$ cat config.mk
export PLATFORM = sky130hd
export DESIGN_NAME = rp_8bit_fetch_seq_flat
export DESIGN_NICKNAME = d
export VERILOG_FILES = /design/src/rtl/rp_8bit_pkg.sv /design/src/rtl/rp_8bit_fetch_seq_if.sv /design/src/rtl/rp_8bit_fetch_seq.sv /design/src/flat_wrapper.sv
export SDC_FILE = /design/constraint.sdc
export NUM_CORES = 1
export LEC_CHECK = 0
export ABC_AREA = 1
export CAP_MARGIN = 20
export CORE_MARGIN = 3
export CORE_UTILIZATION = 52
export DETAILED_ROUTE_END_ITERATION = 7
export PLACE_DENSITY = 0.85
export SLEW_MARGIN = 10
export SYNTH_ARGS = -nofsm -noshare
export SYNTH_HDL_FRONTEND = slang
export SYNTH_SLANG_ARGS = --single-unit
$ cat constraint.sdc
create_clock -name clk -period 4 [get_ports clk]
set_clock_uncertainty 0.2 [all_clocks]
set_input_delay 0.6 -clock clk [delete_from_list [all_inputs] [get_ports clk]]
set_output_delay 0.6 -clock clk [all_outputs]
set_load 0.005 [all_outputs]
$ cat src/rtl/rp_8bit_pkg.sv
// Shared definitions for the rp_8bit core: fetch sequencer states and the
// two-word opcode detector (lds/sts, jmp/call).
package rp_8bit_pkg;

    typedef enum logic [2:0] {RST, W1, W2, OUT} fetch_st_t;

    localparam logic [15:0] LDS_STS_MASK  = 16'hFC0F;
    localparam logic [15:0] LDS_STS_VAL   = 16'h9000;
    localparam logic [15:0] JMP_CALL_MASK = 16'hFE0C;
    localparam logic [15:0] JMP_CALL_VAL  = 16'h940C;

    function automatic logic is_2word(logic [15:0] w);
        return ((w & LDS_STS_MASK) == LDS_STS_VAL) ||
               ((w & JMP_CALL_MASK) == JMP_CALL_VAL);
    endfunction

endpackage

$ cat src/rtl/rp_8bit_fetch_seq_if.sv
// Fetch sequencer bus bundle: program memory req/ack, decoder vld/rdy and
// execute redirect/skip pulses. master = sequencer side.
interface rp_8bit_fetch_seq_if #(
    parameter int unsigned PAW = 11
);
    logic           pmem_req;
    logic [PAW-1:0] pmem_adr;
    logic [15:0]    pmem_rdt;
    logic           pmem_ack;
    logic           dec_vld;
    logic           dec_rdy;
    logic [31:0]    dec_code;
    logic           dec_len;
    logic [PAW-1:0] dec_pc;
    logic           exe_jmp;
    logic [PAW-1:0] exe_adr;
    logic           exe_skp;

    modport master (
        output pmem_req, pmem_adr, dec_vld, dec_code, dec_len, dec_pc,
        input  pmem_rdt, pmem_ack, dec_rdy, exe_jmp, exe_adr, exe_skp
    );

    modport slave (
        input  pmem_req, pmem_adr, dec_vld, dec_code, dec_len, dec_pc,
        output pmem_rdt, pmem_ack, dec_rdy, exe_jmp, exe_adr, exe_skp
    );
endinterface

$ cat src/rtl/rp_8bit_fetch_seq.sv
// Instruction fetch sequencer: fetches 16-bit words, assembles one/two-word
// instructions, hands them to the decoder and honours redirects and skips.
module rp_8bit_fetch_seq
    import rp_8bit_pkg::*;
#(
    parameter int unsigned    PAW    = 11,
    parameter logic [PAW-1:0] RST_PC = '0
) (
    input logic                 clk,
    input logic                 rst,
    rp_8bit_fetch_seq_if.master bus
);

    fetch_st_t      st, st_nxt;
    logic [PAW-1:0] pc, pc_nxt, pc_inc;
    logic [PAW-1:0] jmp_tgt, jmp_tgt_nxt;
    logic [PAW-1:0] dec_pc_q, dec_pc_nxt;
    logic [31:0]    code_q, code_nxt;
    logic           len_q, len_nxt;
    logic           skip_pend, skip_nxt;
    logic           jmp_pend, jmp_pend_nxt;
    logic           first_2w;

    assign pc_inc   = pc + PAW'(1);
    assign first_2w = is_2word(bus.pmem_rdt);

    assign bus.pmem_req = (st == W1) || (st == W2);
    assign bus.pmem_adr = pc;
    assign bus.dec_vld  = (st == OUT);
    assign bus.dec_code = code_q;
    assign bus.dec_len  = len_q;
    assign bus.dec_pc   = dec_pc_q;

    always_comb begin
        st_nxt       = st;
        pc_nxt       = pc;
        code_nxt     = code_q;
        len_nxt      = len_q;
        dec_pc_nxt   = dec_pc_q;
        skip_nxt     = skip_pend | bus.exe_skp;
        jmp_pend_nxt = jmp_pend;
        jmp_tgt_nxt  = jmp_tgt;

        unique case (st)
            RST: st_nxt = W1;
            W1, W2: begin
                if (bus.pmem_ack) begin
                    // A redirect seen during or before this ack makes the word stale
                    if (bus.exe_jmp || jmp_pend) begin
                        st_nxt       = W1;
                        pc_nxt       = bus.exe_jmp ? bus.exe_adr : jmp_tgt;
                        jmp_pend_nxt = 1'b0;
                    end else begin
                        pc_nxt = pc_inc;
                        if (st == W1) begin
                            code_nxt   = {16'h0000, bus.pmem_rdt};
                            len_nxt    = first_2w;
                            dec_pc_nxt = pc;
                        end else begin
                            code_nxt[31:16] = bus.pmem_rdt;
                        end
                        if ((st == W1) && first_2w) begin
                            st_nxt = W2;
                        end else if (skip_pend) begin
                            skip_nxt = bus.exe_skp;
                            st_nxt   = W1;
                        end else begin
                            st_nxt = OUT;
                        end
                    end
                end else if (bus.exe_jmp) begin
                    jmp_pend_nxt = 1'b1;
                    jmp_tgt_nxt  = bus.exe_adr;
                end
            end
            OUT: if (bus.dec_rdy) st_nxt = W1;
            default: st_nxt = RST;
        endcase

        // Nothing outstanding on the memory side: redirect takes effect at once
        if (bus.exe_jmp && ((st == RST) || (st == OUT))) begin
            st_nxt = W1;
            pc_nxt = bus.exe_adr;
        end
        if (bus.exe_jmp) skip_nxt = 1'b0;
    end

    always_ff @(posedge clk) begin
        if (rst) begin
            st        <= RST;
            pc        <= RST_PC;
            code_q    <= '0;
            len_q     <= 1'b0;
            dec_pc_q  <= RST_PC;
            skip_pend <= 1'b0;
            jmp_pend  <= 1'b0;
        end else begin
            st        <= st_nxt;
            pc        <= pc_nxt;
            code_q    <= code_nxt;
            len_q     <= len_nxt;
            dec_pc_q  <= dec_pc_nxt;
            skip_pend <= skip_nxt;
            jmp_pend  <= jmp_pend_nxt;
        end
    end

    // Redirect target is only meaningful while jmp_pend is set
    always_ff @(posedge clk) begin
        jmp_tgt <= jmp_tgt_nxt;
    end

endmodule

$ cat src/flat_wrapper.sv
// flat-port wrapper written by rule: the top's interface ports become plain ports
module rp_8bit_fetch_seq_flat import rp_8bit_pkg::*;
#(
    parameter int unsigned    PAW    = 11,
    parameter logic [PAW-1:0] RST_PC = '0
)
  (clk, rst, bus_pmem_req, bus_pmem_adr, bus_dec_vld, bus_dec_code, bus_dec_len, bus_dec_pc, bus_pmem_rdt, bus_pmem_ack, bus_dec_rdy, bus_exe_jmp, bus_exe_adr, bus_exe_skp);
  rp_8bit_fetch_seq_if #(.PAW(PAW)) bus_i ();
  input logic clk;
  input logic rst;
  output wire logic [$bits(bus_i.pmem_req)-1:0] bus_pmem_req;
  output wire logic [$bits(bus_i.pmem_adr)-1:0] bus_pmem_adr;
  output wire logic [$bits(bus_i.dec_vld)-1:0] bus_dec_vld;
  output wire logic [$bits(bus_i.dec_code)-1:0] bus_dec_code;
  output wire logic [$bits(bus_i.dec_len)-1:0] bus_dec_len;
  output wire logic [$bits(bus_i.dec_pc)-1:0] bus_dec_pc;
  input wire logic [$bits(bus_i.pmem_rdt)-1:0] bus_pmem_rdt;
  input wire logic [$bits(bus_i.pmem_ack)-1:0] bus_pmem_ack;
  input wire logic [$bits(bus_i.dec_rdy)-1:0] bus_dec_rdy;
  input wire logic [$bits(bus_i.exe_jmp)-1:0] bus_exe_jmp;
  input wire logic [$bits(bus_i.exe_adr)-1:0] bus_exe_adr;
  input wire logic [$bits(bus_i.exe_skp)-1:0] bus_exe_skp;
  assign bus_pmem_req = bus_i.pmem_req;
  assign bus_pmem_adr = bus_i.pmem_adr;
  assign bus_dec_vld = bus_i.dec_vld;
  assign bus_dec_code = bus_i.dec_code;
  assign bus_dec_len = bus_i.dec_len;
  assign bus_dec_pc = bus_i.dec_pc;
  assign bus_i.pmem_rdt = bus_pmem_rdt;
  assign bus_i.pmem_ack = bus_pmem_ack;
  assign bus_i.dec_rdy = bus_dec_rdy;
  assign bus_i.exe_jmp = bus_exe_jmp;
  assign bus_i.exe_adr = bus_exe_adr;
  assign bus_i.exe_skp = bus_exe_skp;
  rp_8bit_fetch_seq #(.PAW(PAW), .RST_PC(RST_PC)) u_core (.clk(clk), .rst(rst), .bus(bus_i));
endmodule
* Word-level counts from Yosys, hierarchy flattened *
Index checks and enable logic that the tools add are counted.

operators by class
  add/subtract/negate cells = 1
  equality and inequality tests = 10
  mux-type cells = 21
  bitwise logic cells = 3
  reduce and logical (&&, ||, !) cells = 20

operator list
  operator                                                                  count
  11-bit two-way mux                                                        5
  16-bit two-way mux                                                        1
  3-bit two-way mux                                                         4
  11-bit by 1-bit adder with 11-bit output (second input constant)          1
  10-bit == test (second input constant)                                    1
  9-bit == test (second input constant)                                     1
  1-bit two-way mux                                                         9
  3-bit one-hot mux with 3 select lines                                     1
  2-bit AND reduction                                                       4
  3-bit by 2-bit == test with 1-bit output (second input constant)          2
  3-bit AND reduction                                                       2
  2-bit nonzero test                                                        3
  2-bit OR reduction                                                        3
  1-bit logical OR                                                          4
  2-bit by 1-bit inequality test with 1-bit output (second input constant)  2
  4-bit AND reduction                                                       1
  3-bit by 1-bit == test with 1-bit output (second input constant)          1
  3-bit logical NOT                                                         1
  3-bit by 1-bit inequality test with 1-bit output (second input constant)  1
  3-bit by 2-bit inequality test with 1-bit output (second input constant)  1
  1-bit logical AND                                                         2
  2-bit two-way mux                                                         1
  2-bit inequality test (second input constant)                             1
  1-bit NOT                                                                 2
  1-bit bitwise OR                                                          1

storage, ports and cells
  flip-flop bits (word level) = 71
  output and inout bits = 57
  word-level logic and storage cells = 65

* Logic depth before layout (Yosys ltp) *
Gate-level depths: netlist (run 1).

  depth in word-level cells = 8
  gate-level depth with buffers = 11
  mapped depth without buffers = 10

* Least setup slack after synthesis (run 1) *
Ideal clock, no wire load.

  kind = register to register
  from = reg u_core.st[1]
  to = reg u_core.jmp_tgt[0] (enable)
  library setup time = 0.378 ns
  arrival time = 1.313 ns
  slack = 2.109 ns
  cell stages (with the launch flop) = 5
  period minus slack after synthesis = 1.891 ns
  cell sequence = dfxtp_1 -> inv_1 -> ha_1 -> buf_6 -> nor2_1

on the way
  longest elaborated chain between the ends = 3
  elaborated cells on any way between the ends = 4
  those cells by class = 2 x eq/ne; 2 x reduce/logical

RTL lines
  what                                                                                                  line                      RTL
  start: declaration                                                                                    rp_8bit_fetch_seq.sv:14   fetch_st_t st, st_nxt;
  start signal: assignment                                                                              rp_8bit_fetch_seq.sv:98   st <= st_nxt;
  3-bit by 1-bit == test with 1-bit output or 3-bit by 2-bit == test with 1-bit output (tied branches)  rp_8bit_fetch_seq.sv:44   unique case (st)
  2-bit OR reduction (*)                                                                                rp_8bit_fetch_seq.sv:44
  2-bit AND reduction (no line) (*)                                                                     n/a
  end signal: assignment                                                                                rp_8bit_fetch_seq.sv:110  jmp_tgt <= jmp_tgt_nxt;
  end: declaration                                                                                      rp_8bit_fetch_seq.sv:16   logic [PAW-1:0] jmp_tgt, jmp_tgt_nxt;

Mark *: on every way between the ends. The rest lies on a longest branch, timed or not.
A chain may end at the register's enable or synchronous reset.

* Worst setup path after layout (run 1) *
  from = reg u_core.st[1]
  to = out bus_pmem_req

on the way
  longest elaborated chain between the ends = 2
  elaborated cells on any way between the ends = 3
  those cells by class = 2 x eq/ne; 1 x reduce/logical

RTL lines
  what                                                                                                  line                     RTL
  3-bit by 1-bit == test with 1-bit output or 3-bit by 2-bit == test with 1-bit output (tied branches)  rp_8bit_fetch_seq.sv:27  assign bus.pmem_req = (st == W1) || (st == W2);
  1-bit logical OR (*)                                                                                  rp_8bit_fetch_seq.sv:27
  end: declaration                                                                                      flat_wrapper.sv:11       output wire logic [$bits(bus_i.pmem_req)-1:0] bus_pmem_req;

Marks and branches as above.

==> results list, run 1 <==
* Clock tree from TritonCTS: yes
- Leakage power of the design: ~1.7 nW
* Worst hold slack after final layout: 0.267 ns
- STA classifies the critical path endpoint as an output pin.
- Number of unique standard cell types used by synthesis: 37
* First-pass GRT wire length: roughly 14 mm
* Nets@finish: 535
* Crit Path Category: flip-flop to output pin
- Class of the tightest hold or removal check: flip-flop to flip-flop
- CTS placed an instance of sky130_fd_sc_hd__clkbuf_8 at the clock tree root.
* Total CTS buffers: 9
- At the end of routability-driven placement, the weighted congestion stood at 0.844.
- Synthesized area: 3330 um^2
* Largest fanout on the critical path: 10
* H-tree levels: 3
- Most frequent standard cell in the layout excluding fill and tap cells: sky130_fd_sc_hd__clkdlybuf4s50_1
- Max-slew violation count: 0
- Entering global routing, the biggest net connects 42 pins.
- The final number of hold-violating endpoints was 0.
- The clock passes through at most 2 buffers.
* Crit share post-route: 0.670
* Average wire length per cell after detail routing: 14.7 um
- At the pin with the least slew margin, the transition time is 0.961 ns.
- Total Wirelength: 8.50 mm
* Vias in the first global route: 3008
* Slowest stage cell, crit path: sky130_fd_sc_hd__clkdlybuf4s50_1
* Clock-pin transition on the worst setup and hold timing paths: 0.08 ns
- At the later pin of the worst-skew pair, clock insertion delay measures 0.34 ns.
* Total congestion overflow after global routing: 0
- Vias post-DR: 3087
- Area enclosed by the die boundary: 7410 um^2
- RSZ-0062 raised after global routing: no
- Ys async rst share: 0
- Final sum of negative setup slack: 0 ns
* Power density of the placed cells: 366 nW/um^2
- Post-CTS sizing: 0
* Yosys synthesis warning count: 0
- Top-level I/O count: 90
* Post-route ant nets: 0
- Setup violations remaining at the end of the flow were counted as 0.
* Number of remaining DRC errors: 0
* Peak supply drop: 0.000237 V
- Aggregate global-route resource usage: 0.237
- The core region is about 6100 um^2.
- After technology mapping, the gate count stands at approximately 420.
- Detail Placement HPWL: 6.16 mm
* Cell Rows: 28
* Number of antenna violations at the first check in global routing: 0
- The top cell types in the final layout, fill and taps aside, are sky130_fd_sc_hd__clkdlybuf4s50_1 (89), sky130_fd_sc_hd__nand2_1 (78), sky130_fd_sc_hd__dfxtp_1 (59).
- Series of cell instances along the critical path: inv_1 > ha_1 > inv_6 > clkdlybuf4s50_1
* Mapped Avg Cell Area: 7.99 um^2
* Data arrival time of the critical path: about 1.9 ns
- Post-CTS timing repair inserted 0 buffers for setup.
- In the final layout, the share of cells above drive strength 1 is 0.125.
- Layout-stage area growth over the synthesis result: 30.6%
* Detailed-routing iteration count for the pre-antenna-repair pass: 4
- During placement, the flow inserted port buffers numbering 89.
* Synthesized net count: 454
* Result of the run: completed
- Floorplan die height: 86.1 um
- Critical Path Max Stage Delay: 0.50 ns
- Buffers inserted to repair hold after CTS numbered 0.
- Static timing analysis puts the maximum clock frequency at 0.373 GHz.
- Across the run, the number of max-cap violations was 0.
- After detailed routing, the number of vias per cell comes to between 5 and 6.
- Min cycle time layout: 2.68 ns
- Initial DRC Count: 232
* Initial Utilization: 0.550
- In this run the tightest slew margin relative to its limit is 0.357.
- STA puts the critical path data required time at 3.20 ns.
- For this run, the leading register cell type out of synthesis is sky130_fd_sc_hd__dfxtp_1.
- Number of inserted diodes: 0
- At the end of the flow the core is filled with cells to 0.718.
- Type of origin of the critical path: flip-flop
- Counting flops with a built-in enable in the synthesized netlist gives 11.
- TritonCTS Sinks: 70
- For this run, the register share of the synthesized area comes to 0.453.
- The floorplan step set the die width to 86.1 um.
- Number of flip-flops and latches in the synthesized netlist: 70
-- path summary, 6_finish.rpt --
| kind | startpoint | endpoint | slack [ns] | cells past startpoint |
|---|---|---|---|---|
| max reg2reg | u_core.st[1] | u_core.jmp_tgt[8] | 1.71 | 3 |
| min | u_core.skip_pend | u_core.skip_pend | 0.27 | 2 |
| max | u_core.st[1] | bus_pmem_req | 1.32 | 4 |
| min reg2reg | u_core.skip_pend | u_core.skip_pend | 0.27 | 2 |
-- cell type report --
class / instances / area, um^2
fill: 470 / 1710
sequential: 70 / 1510
multi-input combinational: 281 / 1470
timing repair buffer: 92 / 913
inverter: 44 / 180
clock buffer: 12 / 155
tap: 75 / 93.8
clock inverter: 4 / 28.8
-- sequential cells by signal, indices dropped and copies added (netlist names) --
register,cells
u_core.bus.dec_code,32
u_core.bus.dec_pc,11
u_core.st,2
u_core.jmp_tgt,11
u_core.jmp_pend,1
u_core.skip_pend,1
u_core.bus.pmem_adr,11
u_core.bus.dec_len,1
-- critical path: cells and delay by family, from the launching register on --
kind	cells	cell delay (ns)
adder cells (fa/ha/maj)	1	0.45
flip-flops	1	0.37
buffers and inverters	3	0.71
-- where the power goes --
group,switching [mW],internal (mW)
clock,0.276,0.262
combinational,0.142,0.129
sequential,0.0291,0.755
-- metrics by stage --
step                instance area [um^2]  setup slack, ns  total power, mW  std cells
floorplan                           3330             2.11            0.949        417
global placement                    4170             1.30             1.06        562
detailed placement                  4170             1.21             1.07        562
CTS                                 4350             1.33             1.60        578
global route                        4350             1.24             1.66        578
finish                              4350             1.32             1.59        578
-- cells by family (layout without fill, tap and decap cells) --
| kind of cell | Yosys count | count (layout) | synth area share |
|---|---|---|---|
| AOI/OAI and AO/OA | 95 | 95 | 0.159 |
| xor gates and xnor gates | 2 | 2 | 0.00526 |
| adders and majority gates | 4 | 4 | 0.0150 |
| buffers and inverters | 66 | 152 | 0.105 |
| DFF | 70 | 70 | 0.453 |
| and+or+nand+nor | 180 | 180 | 0.262 |
-- synthesized netlist by cell type (2+ instances only) --
cell type	n	share of area
sky130_fd_sc_hd__clkbuf_1	5	0.0056
sky130_fd_sc_hd__nor2_4	2	0.0068
sky130_fd_sc_hd__nand4_1	3	0.0056
sky130_fd_sc_hd__edfxtp_1	11	0.099
sky130_fd_sc_hd__o21ai_1	10	0.015
sky130_fd_sc_hd__buf_4	5	0.011
sky130_fd_sc_hd__nand2_2	4	0.0075
sky130_fd_sc_hd__buf_2	4	0.0060
sky130_fd_sc_hd__nand3_1	27	0.041
sky130_fd_sc_hd__inv_2	7	0.0079
sky130_fd_sc_hd__inv_6	2	0.0053
sky130_fd_sc_hd__a21oi_2	11	0.029
sky130_fd_sc_hd__nand2_1	78	0.088
sky130_fd_sc_hd__o21ai_2	2	0.0053
sky130_fd_sc_hd__buf_6	5	0.017
sky130_fd_sc_hd__dfxtp_1	59	0.35
sky130_fd_sc_hd__o21ai_0	35	0.053
sky130_fd_sc_hd__nor2_1	40	0.045
sky130_fd_sc_hd__o211ai_1	2	0.0045
sky130_fd_sc_hd__and2_1	7	0.013
sky130_fd_sc_hd__a21oi_1	35	0.053
sky130_fd_sc_hd__inv_1	34	0.038
sky130_fd_sc_hd__nand3_2	12	0.036
sky130_fd_sc_hd__ha_1	4	0.015
-- per-layer routing --
layer  up-vias  track usage  share of wire
met4         0        0.121          0.027
li1       1524            -              -
met5         -            0              0
met1      1432        0.303           0.42
met2       107        0.389           0.50
met3        24       0.0346          0.053
(Power assumes the default switching activity.)
==> run 2: changes to the inputs <==
--- a/config.mk
+++ b/config.mk
@@ -8,9 +8,9 @@
 export ABC_AREA = 1
 export CAP_MARGIN = 20
 export CORE_MARGIN = 3
-export CORE_UTILIZATION = 52
+export CORE_UTILIZATION = 44
 export DETAILED_ROUTE_END_ITERATION = 7
-export PLACE_DENSITY = 0.85
+export PLACE_DENSITY = 0.77
 export SLEW_MARGIN = 10
 export SYNTH_ARGS = -nofsm -noshare
 export SYNTH_HDL_FRONTEND = slang
==> constraint.sdc (replaced) <==
create_clock -name clk -period 2.2 [get_ports clk]
set_clock_uncertainty 0.2 [all_clocks]
set_input_delay 0.33 -clock clk [delete_from_list [all_inputs] [get_ports clk]]
set_output_delay 0.33 -clock clk [all_outputs]
set_load 0.005 [all_outputs]
==> run 2 against run 1 <==
  * Combinational power rose by 93%
  * Non-clock buffer count increased by 10
  * Die area is 17% higher
==> results list, run 2 (synthesized netlist as in run 1, its figures left out) <==
* Result of the run: completed
- Class of the tightest hold or removal check: flip-flop to flip-flop
- Worst hold slack after final layout: 0.273 ns (+0.00612 ns)
- Number of antenna violations at the first check in global routing: 0 (unchanged)
* Worst Reg-to-Reg Cells: 10 (+7)
- Leakage power of the design: 1.73 nW (+3.6%)
* Detail Placement HPWL: 6.45 mm (+4.7%)
- The ratio of total power to cell area came to 665 nW/um^2 (+82%).
- The total clock sinks came to 70 (unchanged).
- The critical path is of the flip-flop to output pin type.
- Critical Path End Type: output pin
- Cell Rows: 31 (+11%)
- The via count of the routed design came to 3102 (+0.49%).
- Setup repair after global routing left no endpoint under its margin.
* Vias in the first global route: 3101 (+3.1%)
* Number of inserted diodes: 0 (unchanged)
- Start point of the worst min-delay path: u_core.bus.dec_code[18]
* Register area: 1510 um^2 (unchanged)
- Clock-pin transition on the worst setup and hold timing paths: 0.08 ns (about the same)
* Fraction of final layout cells with drive strength greater than 1: 0.146 (+0.0210)
* Required @ worst endpoint: 1.67 ns (-1.53 ns)
- The CTS buffer count came to 9 (unchanged).
- The startpoint identified for the worst register-to-register timing path is u_core.st[1].
- The wire length per cell came to 14.4 um (-2.0%).
- Fmax: 0.471 GHz
- The number of nets in the final layout came to 545 (+1.9%).
- TritonCTS built the clock tree.
- Aggregate global-route resource usage: 0.214 (-0.0231)
* Measured slew at the worst slew-check pin: 0.337 ns (-0.625 ns)
* Detailed-routing iteration count for the pre-antenna-repair pass: 4 (unchanged)
- Min cycle time layout: about 2.1 ns
- Placement Setup Slack: 0.172 ns (-1.04 ns)
- STA classifies the critical path startpoint as a flip-flop.
- Largest fanout on the critical path: 3 (-7)
- The worst path arrival time came to 1.59 ns (-0.29 ns).
* Destination of the worst register-to-register timing path: u_core.skip_pend
- The final number of hold-violating endpoints was 0 (unchanged).
* CTS Buffer Depth: 2 (unchanged)
- The count of buffers from port buffering is 89 (unchanged).
- Total Wirelength: 8.82 mm (+3.8%)
- RePlAce Congestion: 0.820 (-2.9%)
* Top-level I/O count: 90 (unchanged)
* Area enclosed by the die boundary: 8660 um^2 (+17%)
- The flip-flop count of the largest register after layout is 32 (unchanged).
- The worst-case headroom to the max-slew limit came to 0.775 (+0.419).
* Number of filler instances in the final layout: 668 (+42%)
* Total congestion overflow after global routing: 0 (unchanged)
- The latest clock arrival within the worst-skew pair is 0.35 ns (about the same).
* Register-to-register path setup slack: 0.38 ns (-1.33 ns)
* Routed vias/inst: 5.07 (-5.1%)
* Initial Utilization: 0.457 (-0.0929)
* Commonest cells after routing, fill and taps aside: sky130_fd_sc_hd__clkdlybuf4s50_1 (89), sky130_fd_sc_hd__nand2_1 (78), sky130_fd_sc_hd__dfxtp_1 (59)
* Peak supply drop: 0.000338 V (+43%)
* Layout-stage area growth over the synthesis result: 35.3%
* Crit share post-route: 0.965
* Most frequent standard cell in the layout excluding fill and tap cells: sky130_fd_sc_hd__clkdlybuf4s50_1
* Final core area utilization: 0.618 (-0.0998)
- First-pass GRT wire length: 14.6 mm (+4.8%)
- Hold Path Depth: 2 (unchanged)
- MaxCap Viol Count: 0 (unchanged)
- DIE WIDTH: 93.0 um (+8.1%)
* Floorplan die height: 93.0 um (+8.1%)
- Cell at the root of the clock tree: sky130_fd_sc_hd__clkbuf_8
- Total area of multi-input combinational cells: 1480 um^2 (+0.85%)
* Endpoint of the worst hold path: u_core.bus.dec_code[18]
- Final sum of negative setup slack: 0 ns (unchanged)
- The remaining number of nets flagged by the antenna check after routing came to 0 (unchanged).
- The core region area came to 7290 um^2 (+20%).
- H-tree levels: 3 (unchanged)
- The number of slew-limit violations in the final report came to 0 (unchanged).
- The iteration-0 DRC count of the detailed router is 153 (-34%).
- The setup slack after layout was 0.0777 ns (-1.24 ns).
* Final setup violating endpoints: 0 (unchanged)
* Number of remaining DRC errors: 0 (unchanged)
- The largest net degree at the start of global routing is 27 (-36%).
[run 2: layer usage]
layer / share of wire / up-vias / GRT usage
li1: - / 1540 / -
met1: 0.43 / 1429 / 0.270
met2: 0.49 / 106 / 0.350
met3: 0.046 / 27 / 0.0402
met4: 0.032 / 0 / 0.110
met5: 0 / - / 0
[run 2: final cells by class]
class	instances	share of cell area
sequential	70	0.335
multi-input combinational	281	0.329
timing repair buffer	102	0.225
inverter	44	0.0400
clock buffer	9	0.0275
tap	99	0.0275
clock inverter	7	0.0164
[run 2: power breakdown]
part / leakage, nW / switching, mW / internal [mW]
combinational: 1.04 / 0.266 / 0.257
sequential: 0.585 / 0.0564 / 1.37
clock: 0.0996 / 0.521 / 0.527
total: 1.73 / 0.843 / 2.16
[run 2: how the worst max path moves through the flow]
stage	from	to	slack, ns	cells after the start
2_1_floorplan	u_core.st[1]	u_core.jmp_tgt[0]	0.31	4
3_3_place_gp	bus_exe_jmp	u_core.bus.pmem_adr[9]	0.23	10
3_5_place_dp	bus_exe_jmp	u_core.bus.pmem_adr[8]	0.17	10
4_1_cts	u_core.st[1]	bus_pmem_req	0.06	4
5_1_grt	u_core.st[1]	bus_pmem_req	0.03	4
6_report	u_core.st[1]	bus_pmem_req	0.08	4
[run 2: through the flow]
stage                     cells  instance area [um^2]  power, mW
after floorplan             417                  3330       1.73
after global placement      596                  4300       1.96
after detailed placement    596                  4300       1.97
after CTS                   612                  4510       3.01
after global routing        612                  4510       3.12
final                       612                  4510       3.00
[run 2: timing repair]
action,4_1_cts,5_1_grt
gates resized for setup,1,0
endpoints found under the setup margin,1,0
hold buffers,0,0
setup buffers,0,0
[run 2: critical path, cell delays in order (launching register included)]
cell and delay, ns:
sky130_fd_sc_hd__dfxtp_1 0.36, sky130_fd_sc_hd__inv_1 0.09, sky130_fd_sc_hd__ha_4 0.24, sky130_fd_sc_hd__inv_6 0.06
sky130_fd_sc_hd__clkdlybuf4s50_1 0.49
==> run 3: changes to the inputs <==
--- a/config.mk
+++ b/config.mk
@@ -6,7 +6,6 @@
 export NUM_CORES = 1
 export LEC_CHECK = 0
 export ABC_AREA = 1
-export CAP_MARGIN = 20
 export CORE_MARGIN = 3
 export CORE_UTILIZATION = 44
 export DETAILED_ROUTE_END_ITERATION = 7
==> results of run 3 <==
Final layout, timing and power as in run 2 (identical DEF).
